### config.mk
export PLATFORM = sky130hd
export DESIGN_NAME = memory_verify
export DESIGN_NICKNAME = d
export VERILOG_FILES = /design/src/rtl/memory_verify.sv
export SDC_FILE = /design/constraint.sdc
export NUM_CORES = 1
export LEC_CHECK = 0
export ABC_AREA = 1
export CORE_MARGIN = 3
export CORE_UTILIZATION = 57
export CTS_CLUSTER_SIZE = 12
export DETAILED_ROUTE_END_ITERATION = 10
export MAX_ROUTING_LAYER = met4
export PLACE_DENSITY = 0.89
export SYNTH_ARGS = -nofsm -noshare
export SYNTH_HDL_FRONTEND = slang
export SYNTH_SLANG_ARGS = --single-unit
### constraint.sdc
create_clock -name clk -period 14.05 [get_ports clk]
set_input_delay 2.81 -clock clk [delete_from_list [all_inputs] [get_ports clk]]
set_output_delay 2.81 -clock clk [all_outputs]
set_load 0.01 [all_outputs]
### src/rtl/memory_verify.sv
// Read-back checker: sweeps the SRAM range after blanking, compares each word against the
// fill pattern and reports done/pass, a saturating mismatch count and the first failure.
module memory_verify #(
  parameter int unsigned ADDR_WIDTH = 18,
  parameter int unsigned DATA_WIDTH = 32,
  parameter logic [DATA_WIDTH-1:0] PATTERN = 32'h77553311,
  parameter int unsigned LAST_ADDR = 262141,
  parameter int unsigned READ_LATENCY = 2
) (
  input  logic                  clk,
  input  logic                  reset,
  input  logic                  enable,
  input  logic                  pause,
  input  logic [DATA_WIDTH-1:0] data_read,
  output logic [ADDR_WIDTH-1:0] address,
  output logic                  wren,
  output logic                  done,
  output logic                  pass,
  output logic [ADDR_WIDTH-1:0] error_count,
  output logic [ADDR_WIDTH-1:0] first_error_address,
  output logic [DATA_WIDTH-1:0] first_error_data
);

  localparam logic [ADDR_WIDTH-1:0] LastAddr = ADDR_WIDTH'(LAST_ADDR);
  localparam logic [ADDR_WIDTH-1:0] CountMax = '1;

  typedef enum logic [1:0] {StIdle, StIssue, StDrain, StDone} state_t;

  state_t                state_q, state_d;
  logic [ADDR_WIDTH-1:0] cnt_q;
  logic [ADDR_WIDTH-1:0] addr_q;
  logic [ADDR_WIDTH-1:0] err_q;
  logic [ADDR_WIDTH-1:0] fea_q;
  logic [DATA_WIDTH-1:0] fed_q;
  // Tag pipeline: one slot per cycle of read latency, carrying the address that was issued.
  logic                  tag_v_q [READ_LATENCY];
  logic [ADDR_WIDTH-1:0] tag_a_q [READ_LATENCY];

  logic issue;
  logic exit_v;
  logic mismatch;
  logic pending;

  assign issue    = (state_q == StIssue) && !pause;
  assign exit_v   = tag_v_q[READ_LATENCY-1];
  assign mismatch = exit_v && (data_read != PATTERN);

  // Any read still in flight keeps the FSM in DRAIN.
  always_comb begin
    pending = 1'b0;
    for (int i = 0; i < int'(READ_LATENCY); i++) pending = pending | tag_v_q[i];
  end

  // State register.
  always_ff @(posedge clk or posedge reset) begin
    if (reset) state_q <= StIdle;
    else       state_q <= state_d;
  end

  // Next-state logic; dropping enable returns to IDLE from anywhere.
  always_comb begin
    state_d = state_q;
    unique case (state_q)
      StIdle:  state_d = StIssue;
      StIssue: if (issue && (cnt_q == LastAddr)) state_d = StDrain;
      StDrain: if (!pending) state_d = StDone;
      StDone:  state_d = StDone;
      default: state_d = StIdle;
    endcase
    if (!enable) state_d = StIdle;
  end

  // Issue counter, read-tag pipeline and compare results.
  always_ff @(posedge clk or posedge reset) begin
    if (reset) begin
      cnt_q  <= '0;
      addr_q <= '0;
      err_q  <= '0;
      fea_q  <= '0;
      fed_q  <= '0;
      for (int i = 0; i < int'(READ_LATENCY); i++) begin
        tag_v_q[i] <= 1'b0;
        tag_a_q[i] <= '0;
      end
    end else if (!enable) begin
      cnt_q  <= '0;
      addr_q <= '0;
      err_q  <= '0;
      fea_q  <= '0;
      fed_q  <= '0;
      for (int i = 0; i < int'(READ_LATENCY); i++) begin
        tag_v_q[i] <= 1'b0;
        tag_a_q[i] <= '0;
      end
    end else begin
      for (int i = int'(READ_LATENCY) - 1; i > 0; i--) begin
        tag_v_q[i] <= tag_v_q[i-1];
        tag_a_q[i] <= tag_a_q[i-1];
      end
      tag_v_q[0] <= issue;
      tag_a_q[0] <= cnt_q;
      if (issue) begin
        addr_q <= cnt_q;
        cnt_q  <= cnt_q + 1'b1;
      end
      if (mismatch) begin
        if (err_q != CountMax) err_q <= err_q + 1'b1;
        // A zero count means this is the first failure; later ones leave the capture alone.
        if (err_q == '0) begin
          fea_q <= tag_a_q[READ_LATENCY-1];
          fed_q <= data_read;
        end
      end
    end
  end

  assign address             = addr_q;
  assign wren                = 1'b0;
  assign done                = (state_q == StDone);
  assign pass                = (state_q == StDone) && (err_q == '0);
  assign error_count         = err_q;
  assign first_error_address = fea_q;
  assign first_error_data    = fed_q;

endmodule

==> metrics <==
status=finished clean; worst-margin pin slew=1.07 ns; EDFF count, synth=0; vias in the first global route=5718; H-tree Lvls=4; First-pass DRT Iterations=5; Worst-Skew Late Latency=0.42 ns; Finished Layout Cells=1146; sequential fraction of the synthesis area=51.9%; switch share=23.6%; critical register-to-register path endpoint=first_error_data[29]; # fillers=859; pwr dens=109 nW/µm²; CP delay by family, top=buffers and inverters; post-CTS sizing=0; Post-Syn Area=6950 µm²; Crit Path Category=reg -> out; Worst Setup End Kind=primary output; hold_buf cts=0; GRT overflow=0; Synthesized Nets=923; via-per-instance ratio=5.32; final-report hold violation count=0; minimum clock period=5.40 ns; WL/cell=14.3 µm; Final HPWL DP=10800 µm; final net count=1030; area of the multi-input gates=2680 µm²; combinational cell fraction of total power=8.0%; crit path max-delay cell type=clkdlybuf4s50_1; area growth from synthesis to layout=26.5%; Core ar.=11700 µm²; internal power=0.000733 W; Buffers on Ports=123; Reg2Reg Launch Point=error_count[0]; Final Util=75.4%; max_cap viols=0; Max Fclk=185 MHz; Tcrit/Tclk final=38.5%; CTS Buf Count=17; total setup buffers inserted after CTS=0; RSZ-0062 raised after global routing=no; worst path bufs/invs=3; element type at the critical path start=flip-flop; Peak VDD IR=0.0000876 V; post-route ant nets=0; endpoints failing setup=0; Residual DRC=0; Die Y=116 µm; Cell variety after synth=33; cell taking the most area after synthesis=dfrtp_1; crit path from=error_count[0]; Placed Area=8190 µm²; DP Cell Count=1114; drt total wl=16400 µm; register area=3600 µm²; Critical Path Sink=pass; Avg Cell Area, Syn=7.87 µm²; Arrival @ worst endpoint=2.59 ns; Root Driver=clkbuf_16; initial DRC count=558; CTS tree=done; Synth Warn #=0; number of diodes=0; NetSw=0.000227 W; CP peak stage delay=0.53 ns; CTS Sinks=144; Post-synth top flop=dfrtp_1; Cell Chain, Critical Path=inv_1 -> ha_1 -> nand2_1 -> nor4_4 -> buf_4 -> and2_1 -> clkdlybuf4s50_1; global-route wire length before repair=27100 µm; reg2reg setup slack=11.00 ns; Yosys top cell area share=51.9%; fin area=8790 µm²; CP Max Fanout=26; largest net degree at the start of global routing=91; HP Class=reg -> reg; dominant cells by area after synthesis=dfrtp_1 52%, nand2_1 15%, nand3_1 7.1%; GRT Overall Usage=26.2%; Max Root-Sink Buffers=2; Clock Power Share=47.7%; Initial Utilization=59.6%; Fin Hold WS=0.428 ns; Syn Inst Count=883; r2r worst-path depth=10; FF+latch count, synth=144; GPL Wtd Cong=0.946; row cnt=39; most common cell after layout, fill and taps aside=nand2_1; total number of vias=6094; setup TNS=0 ns; share of post-route cells with drive strength above 1=5.88%; number of stages on the worst setup path=7; # IOs=125; Die W=116 µm; Final Slew Violations=0; max_slew headroom=28.6%; Req. time, crit path=11.24 ns; final setup skew=0.00973 ns; sequential power share=44.3%; initial antenna violation count=0; commonest cells after routing, fill and taps aside=286 x nand2_1, 144 x dfrtp_1, 122 x clkdlybuf4s50_1; die area=13500 µm²; clock slew at reported path FFs=0.06 ns; Leak Pwr=4.76 nW; asr flop ratio synth=100%
-- through the flow --
step | total power, W | worst slack (ns)
detailed placement | 0.000509 | 8.71
global route | 0.000993 | 8.51
finish | 0.000960 | 8.65
floorplan | 0.000479 | 7.37
global placement | 0.000508 | 8.69
CTS | 0.000968 | 8.65
-- worst reg2reg max path, stage by stage, from the launching register on --
cell,delay (ns)
dfrtp_1,0.44
inv_1,0.11
ha_1,0.19
nand2_1,0.12
nor2_1,0.10
nand2_1,0.06
nor2_1,0.26
nand3_2,0.88
nand2_4,0.63
nand2_1,0.12
nand2_1,0.08
-- metal layers --
| metal | vias to the layer above | GRT usage [%] | part of all wire [%] |
|---|---|---|---|
| li1 | 2959 | - | - |
| met1 | 2859 | 34.2 | 44 |
| met2 | 246 | 40.4 | 47 |
| met3 | 30 | 5.44 | 6.5 |
| met4 | 0 | 10.7 | 1.9 |
| met5 | - | - | 0 |
-- cell usage after synthesis (all sizes together), types with 6 or more instances --
cell type	count
a21oi	14
buf	22
clkbuf	16
dfrtp	144
inv	125
mux2	6
nand2	291
nand3	99
nand3b	26
nand4	7
nor2	78
nor3	11
o21ai	28
-- cells by family (layout without fill, tap and decap cells) --
kind of cell               after synthesis  after routing  share of synthesized area [%]
DFF                                    144            144                           51.9
and+or+nand+nor                        516            516                           33.1
muxes                                    6              6                          0.973
other                                    1              1                         0.0540
buffers and inverters                  163            283                           9.55
adders and majority gates                4              4                          0.720
AOI/OAI and AO/OA                       49             49                           3.71
-- state kept, by name, summed over array words and instances (netlist names), 2 cells and up --
| name | count |
|---|---|
| error_count | 18 |
| first_error_address | 18 |
| cnt_q | 18 |
| tag_a_q | 36 |
| address | 18 |
| first_error_data | 32 |
| state_q | 2 |
-- worst min-delay path by stage --
stage | start | endpoint | slack (ns) | depth (start not counted)
3_5_place_dp | tag_a_q[20] | tag_a_q[2] | 0.42 | 2
4_1_cts | tag_a_q[20] | tag_a_q[2] | 0.43 | 2
5_1_grt | tag_a_q[21] | tag_a_q[3] | 0.45 | 2
3_3_place_gp | tag_a_q[34] | tag_a_q[16] | 0.42 | 2
6_report | tag_a_q[21] | tag_a_q[3] | 0.43 | 2
2_1_floorplan | tag_a_q[18] | tag_a_q[0] | 0.41 | 2
-- power groups by stage --
| stage | Combinational [W] | Clock [W] | Sequential, W |
|---|---|---|---|
| after floorplan | 0.0000454 | 0 | 0.000434 |
| after global placement | 0.0000758 | 0 | 0.000432 |
| after detailed placement | 0.0000765 | 0 | 0.000432 |
| after CTS | 0.0000768 | 0.000466 | 0.000425 |
| after global routing | 0.0000847 | 0.000482 | 0.000425 |
| final | 0.0000768 | 0.000458 | 0.000425 |
-- cell type report --
| class | instances | area share [%] |
|---|---|---|
| Tap cell | 143 | 2.04 |
| Inverter | 125 | 5.40 |
| Clock inverter | 12 | 1.75 |
| Clock buffer | 20 | 5.08 |
| Sequential cell | 144 | 41.0 |
| Multi-Input combinational cell | 576 | 30.5 |
| Timing Repair Buffer | 126 | 14.2 |
Power figures use the tool's default switching activity.
